### config.mk
export PLATFORM = sky130hd
export DESIGN_NAME = instability_detect
export DESIGN_NICKNAME = d
export VERILOG_FILES = /design/src/rtl/instability_pkg.sv /design/src/rtl/instability_peak_tracker.sv /design/src/rtl/instability_detect.sv
export SDC_FILE = /design/constraint.sdc
export NUM_CORES = 1
export LEC_CHECK = 0
export BUFFER_PORTS_ARGS = -buffer_cell sky130_fd_sc_hd__buf_2
export CAP_MARGIN = 20
export CELL_PAD_IN_SITES_DETAIL_PLACEMENT = 1
export CELL_PAD_IN_SITES_GLOBAL_PLACEMENT = 2
export CORE_ASPECT_RATIO = 0.6
export CORE_MARGIN = 2
export CORE_UTILIZATION = 39
export DETAILED_ROUTE_END_ITERATION = 16
export PLACE_DENSITY_LB_ADDON = 0.1
export SYNTH_ARGS = -nofsm -noshare
export SYNTH_HDL_FRONTEND = slang
export SYNTH_HIERARCHICAL = 1
export SYNTH_SLANG_ARGS = --single-unit
### constraint.sdc
create_clock -name clk -period 3.8 [get_ports clk]
set_clock_uncertainty 0.2 [all_clocks]
set_input_delay 0.76 -clock clk [delete_from_list [all_inputs] [get_ports clk]]
set_output_delay 0.76 -clock clk [all_outputs]
set_load 0.05 [all_outputs]
### src/rtl/instability_pkg.sv
// Shared types and helpers for the instability sweeper.
package instability_pkg;

  typedef enum logic {SWEEP, LOCKED} inst_state_t;

  localparam int FN_W = 32;

  // Saturating subtract: floors at zero instead of wrapping.
  function automatic logic [FN_W-1:0] clamp_sub(input logic [FN_W-1:0] a,
                                                input logic [FN_W-1:0] b);
    return (a >= b) ? a - b : '0;
  endfunction

endpackage

### src/rtl/instability_peak_tracker.sv
// Running-peak tracker: holds the best Q seen and the i_ref that produced it,
// and flags a drop of more than DELTA below that peak.
module instability_peak_tracker #(
  parameter int WIDTH = 10,
  parameter int DELTA = 50
) (
  input  logic             clk,
  input  logic             rst,
  input  logic             sample,
  input  logic [WIDTH-1:0] q,
  input  logic [WIDTH-1:0] i_ref,
  output logic [WIDTH-1:0] peak_q,
  output logic [WIDTH-1:0] peak_i,
  output logic             new_peak,
  output logic             drop_gt_delta
);

  logic [WIDTH:0] drop;

  // Strict compare keeps the earliest i_ref on equal Q.
  assign new_peak      = q > peak_q;
  assign drop          = {1'b0, peak_q} - {1'b0, q};
  assign drop_gt_delta = !new_peak && (drop > (WIDTH+1)'(DELTA));

  always_ff @(posedge clk or posedge rst) begin
    if (rst) begin
      peak_q <= '0;
      peak_i <= '0;
    end else if (sample && new_peak) begin
      peak_q <= q;
      peak_i <= i_ref;
    end
  end

endmodule

### src/rtl/instability_detect.sv
// Closed-loop i_ref sweeper: ramps i_ref_setup, locks on Q instability or range end.
// Define INSTABILITY_STATUS_EN to add registered locked/unstable status outputs.
module instability_detect
  import instability_pkg::*;
#(
  parameter int WIDTH      = 10,
  parameter int DELTA      = 50,
  parameter int IREF_DELTA = 10,
  parameter int SETTLE     = 2
) (
  input  logic             clk,
  input  logic             rst,
  input  logic [WIDTH-1:0] q_measured,
`ifdef INSTABILITY_STATUS_EN
  output logic             locked,
  output logic             unstable,
`endif
  output logic [WIDTH-1:0] i_ref_setup
);

  localparam int                DW    = (SETTLE > 1) ? $clog2(SETTLE) : 1;
  localparam logic [DW-1:0]     LAST  = DW'(SETTLE - 1);
  localparam logic [WIDTH-1:0]  I_MAX = '1;

  inst_state_t      state;
  logic [DW-1:0]    dwell;
  logic             sample;
  logic [WIDTH-1:0] peak_q, peak_i;
  logic             new_peak, drop_gt_delta;

  // Q is only trusted on the final cycle of each dwell.
  assign sample = (state == SWEEP) && (dwell == LAST);

  instability_peak_tracker #(.WIDTH(WIDTH), .DELTA(DELTA)) u_peak (
    .clk           (clk),
    .rst           (rst),
    .sample        (sample),
    .q             (q_measured),
    .i_ref         (i_ref_setup),
    .peak_q        (peak_q),
    .peak_i        (peak_i),
    .new_peak      (new_peak),
    .drop_gt_delta (drop_gt_delta)
  );

  always_ff @(posedge clk or posedge rst) begin
    if (rst) begin
      state       <= SWEEP;
      dwell       <= '0;
      i_ref_setup <= '0;
`ifdef INSTABILITY_STATUS_EN
      locked      <= 1'b0;
      unstable    <= 1'b0;
`endif
    end else if (state == SWEEP) begin
      if (sample) begin
        dwell <= '0;
        if (drop_gt_delta) begin
          i_ref_setup <= WIDTH'(clamp_sub(FN_W'(peak_i), FN_W'(IREF_DELTA)));
          state       <= LOCKED;
`ifdef INSTABILITY_STATUS_EN
          locked      <= 1'b1;
          unstable    <= 1'b1;
`endif
        end else if (i_ref_setup != I_MAX) begin
          i_ref_setup <= i_ref_setup + 1'b1;
        end else begin
          // Range exhausted: park on the peak, including one found on this very sample.
          i_ref_setup <= new_peak ? i_ref_setup : peak_i;
          state       <= LOCKED;
`ifdef INSTABILITY_STATUS_EN
          locked      <= 1'b1;
`endif
        end
      end else begin
        dwell <= dwell + 1'b1;
      end
    end
  end

endmodule

* Yosys cells after proc, flatten, opt, wreduce, memory -nomap -nowiden *
Index checks and enable logic that the tools add are counted.

word-level totals
  word-level logic and storage cells = 29
  register bits = 32
  output and inout bits = 10

operators by class
  reduce and logical (&&, ||, !) cells = 5
  $lt $le $gt $ge = 3
  muxes and demuxes = 9
  $add $sub $neg = 4
  bitwise operators = 1
  equality and inequality tests = 2

operator list
  kind                     count
  $mux W10                 4
  $gt A11 B6 Y1 const B    1
  $sub A10 B10 Y11         1
  $add A10 B1 Y10 const B  1
  $ge A10 B4 Y1 const B    1
  $gt A10 B10 Y1           1
  $ne A10 B10 Y1 const B   1
  $sub A10 B4 Y10 const B  1
  $mux W1                  5
  $logic_and A1 B1 Y1      3
  $ne A3 B1 Y1 const B     1
  $reduce_and A3 Y1        1
  $add A1 B1 Y1 const B    1
  $logic_not A1 Y1         1
  $not A1 Y1               1

* Logic depth before layout (Yosys ltp) *
  word-level depth = 6
  gate-level depth with buffers = 16

* Cells and area by module *
The synthesis kept the hierarchy.

modules (own cells, without submodules)
  module                    area each (µm²)  times used  cells an instance
  instability_peak_tracker  1406.3           1           114
  instability_detect        1059.8           1           125

* Least setup slack after synthesis *
OpenSTA, ideal clock, no wires.

  kind = input port to flip-flop
  from = input q_measured[0]
  to = register i_ref_setup[5]
  library setup time = 121 ps
  stages on the path = 14
  data required time = 3479 ps
  setup slack = 201 ps
  data arrival time = 3278 ps
  path through = ha_1 inv_1 fa_1 a21oi_2 o21bai_1 a31o_1 a221o_1 o221a_1 a31oi_1 clkbuf_1 inv_1 a31oi_4 o21ai_0 o22a_1

between the ends
  longest elaborated chain between the ends = 5
  elaborated cells between the ends (all ways) = 8
  classes of those cells = add/sub: 1; order compare: 2; eq/ne: 1; mux: 1; reduce/logical: 3

RTL lines
  item                                                line                                                            text
  start: declaration                                  instability_detect.sv:13                                        input logic [WIDTH-1:0] q_measured,
  $sub A10 B10 Y11 or $gt A10 B10 Y1 (tied branches)  instability_peak_tracker.sv:22, instability_peak_tracker.sv:21
  $gt A11 B6 Y1 or $logic_not A1 Y1 (tied branches)   instability_peak_tracker.sv:23                                  assign drop_gt_delta = !new_peak && (drop > (WIDTH+1)'(DELTA));
  $logic_and A1 B1 Y1 *                               instability_peak_tracker.sv:23
  named net drop_gt_delta                             instability_detect.sv:29                                        logic new_peak, drop_gt_delta;
  $ne A3 B1 Y1 (no line)                              n/a
  $reduce_and A3 Y1 (no line)                         n/a
  end signal: assignment                              instability_detect.sv:59                                        i_ref_setup <= WIDTH'(clamp_sub(FN_W'(peak_i), FN_W'(IREF_DELTA)));
  end signal: assignment                              instability_detect.sv:66                                        i_ref_setup <= i_ref_setup + 1'b1;
  end signal: assignment                              instability_detect.sv:69                                        i_ref_setup <= new_peak ? i_ref_setup : peak_i;
  end: declaration                                    instability_detect.sv:18                                        output logic [WIDTH-1:0] i_ref_setup

The timed path passes the listed nets; every way through them passes the cells marked *.
A chain may end at the register's enable or synchronous reset.

* Worst setup path in the final report *
  from = input q_measured[0]
  to = register i_ref_setup[1]

The elaborated chain is that of the path after synthesis.

==> reports/results.ini <==
[worst_setup_path]
crit_path_end_kind = flop
crit_family = compound AO/OA/AOI/OAI gates
crit_buf_inv = 3
r2r-start = u_peak/peak_q[0]
criticalPathCategory = in2reg
cp_slowest_cell = fa_1
reg2reg_to = i_ref_setup[1]
r2r_cells = 14
start_kind = primary input
required_ns = 3.82
worstPathMaxFanout = 16
max_stage_delay_ns = 0.41
path_cells = buf_2 -> ha_1 -> inv_1 -> fa_1 -> a21oi_2 -> o21bai_1 -> a31o_1 -> a221o_1 -> o221a_1 -> a31oi_1 -> buf_4 -> nand2b_1 -> o221ai_1 -> o21a_1
crit_arrival_ns = 3.56
r2r_slack_ns = 0.38

[timing]
slew_headroom_pct = 46.5
min_period_over_period_pct = 93.2
setup_slack_ns = 0.260
slew_viol_final = 0
max_slew.worst_pin.slew_ns = 0.801
final-hold-violation-count = 0
fmax_mhz = 282
rsz0062_at_grt = false
holdWs_ns = 0.268
final.min_clock_period_ns = 3.54
setup_violations = 0

[power_and_ir_drop]
power_frac_seq_pct = 29.6
p_switching_uw = 1180
p_leak_uw = 0.00128
pwr-share-comb_pct = 59.3
p_per_area_mw_per_mm2 = 912
swShare_pct = 47.7
power.internal_uw = 1300
ir_worst_vdd_mv = 0.313
clockPowerShare_pct = 11.1

[route]
antenna_left = 0
num_vias = 1898
vias_per_cell = 5.41
wl_per_cell_um = 17.4
initialDrtViolationCount = 58
routed_wirelength_mm = 6.09
drt-pass1-iter-count = 4
drc = 0

[hold_path]
hold_end = dwell
hp-class = reg2reg
holdPathStages = 1
worstHoldStart = state

[floorplanning]
fp-row-count = 22
fp.coreArea_mm2 = 0.00611
die_h_um = 65.6
initial_core_util_pct = 40.4
die_x_um = 107
floorplan.die_area_mm2 = 0.00700
pin_count = 22

[clocking]
clk_pin_slew_worst_paths_ns = 0.07
clock_sinks = 32
cts_inserted_buffers = 5
hold_buffers = 0
cts_setup_buffers = 0
clk_path_buf_depth = 2
cts_tree = yes
cts-root-buf = clkbuf_8
h-tree-depth = 2
insertion_delay_ns = 0.28
cts_resized = 0

[run]
max_cap_viol_count = 0

[yosys]
yosysMostFrequentCell = dfrtp_1
synth_common_cells = dfrtp_1 (32), inv_1 (23), mux2_4 (20)
syn_inst = 239
avgSynthCellArea_um2 = 10.3
async_flop_share_pct = 100
yosys.area.top_type = dfrtp_1
synth_edf_count = 0
yosysWarnings = 6
ys_ff_latch = 32
synth-seq-area-share_pct = 32.5
ys_top_cells_by_area = dfrtp_1 (32%), mux2_4 (12%), ha_1 (6.1%)
syn-num-nets = 264
synth_flop_cell = dfrtp_1
yosys.area.top_type_share_pct = 32.5
syn-cell-area_mm2 = 0.00247
synth.distinct_cells = 63

[layout]
diodes = 0
area_delta_synth_final_pct = 10.5
layout-drive-gt1-share_pct = 26.2
final_nets = 291
n_fill_cell = 733

[grt]
antenna_found_initial = 0
track_usage_pct = 18.9
grt_pass1_vias = 1841
grt_overflow = 0
grt_pass1_wl_mm = 10.0
grt_max_degree = 21

[placed_design]
dp_hpwl_mm = 4.64
gp_congestion = 0.812
port_buffers = 21
post-place-ws_ns = -0.0185

[status]
status = finished, final reports clean

[through the flow]
step | cells | area (um^2) | power [uW] | TNS [ns] | util, %
floorplan | 239 | 2470 | 1840 | 0 | -
global placement | 343 | 2640 | 2210 | 0 | 43.1
detailed placement | 343 | 2640 | 2210 | -0.0259 | 43.1
finish | 351 | 2730 | 2480 | 0 | 44.6
CTS | 351 | 2730 | 2500 | 0 | 44.6
global route | 351 | 2730 | 2690 | 0 | 44.6
[metal layers]
| metal | share of wire (%) | global-route usage, % | vias up |
|---|---|---|---|
| met4 | 0.51 | 3.41 | 0 |
| met3 | 4.9 | 3.87 | 2 |
| li1 | - | - | 939 |
| met5 | 0 | 0 | - |
| met1 | 57 | 30.9 | 921 |
| met2 | 38 | 25.0 | 36 |
[power groups by stage]
stage          clock, uW  combinational [uW]  sequential [uW]
6_report             275                1470              736
3_5_place_dp           0                1470              740
2_1_floorplan          0                1010              831
3_3_place_gp           0                1470              737
5_1_grt              308                1620              770
4_1_cts              288                1480              737
[kinds of logic after synthesis]
logic type,synth area share (%)
flip-flops,32.5
AND/OR/NAND/NOR,16.5
AO/OA/AOI/OAI,19.2
multiplexers,14.7
adder cells (fa/ha/maj),6.90
XOR/XNOR,3.55
buffers and inverters,6.70
[area by class of cell]
type                    instances  area [um^2]  area share (%)
multi-input cells             178         1500            55.1
flip-flops and latches         32          801            29.4
repair buffers                 26          143            5.23
inverters                      23         86.3            3.17
clock buffers                   8         90.1            3.31
well taps                      84          105            3.86
[worst register-to-register path, cell delays in order, from the launching register on]
cell and delay, ns:
dfrtp_1 0.38, inv_1 0.07, ha_1 0.17, inv_1 0.06, fa_1 0.41, a21oi_2 0.23
o21bai_1 0.13, a31o_1 0.20, a221o_1 0.29, o221a_1 0.22, a31oi_1 0.19, buf_4 0.26
nand2b_1 0.17, o221ai_1 0.25, o21a_1 0.15
[worst max path at each step]
stage                  start        endpoint  slack, ns  cells after the start
2_1_floorplan  q_measured[0]  i_ref_setup[5]       0.20                     14
3_3_place_gp   q_measured[0]  i_ref_setup[1]       0.05                     14
3_5_place_dp   q_measured[0]  i_ref_setup[1]      -0.02                     14
4_1_cts        q_measured[0]  i_ref_setup[1]       0.25                     14
5_1_grt        q_measured[0]  i_ref_setup[1]       0.08                     14
6_report       q_measured[0]  i_ref_setup[1]       0.26                     14
[layout by cell type, fill, tap and decap left out, drive strengths merged, types with 5 or more instances in the layout]
cell,instances
buf,26
nand2b,5
clkbuf,8
dfrtp,32
nand2,10
nor3,5
a21oi,16
mux2i,5
inv,23
xnor2,7
nand3,9
nor2,17
ha,12
mux2,21
o21ai,7
[registers in the layout (all words and copies together) (netlist names)]
signal,count
u_peak/peak_q,10
state,1
i_ref_setup,10
u_peak/peak_i,10
dwell,1
(Power assumes the default switching activity.)
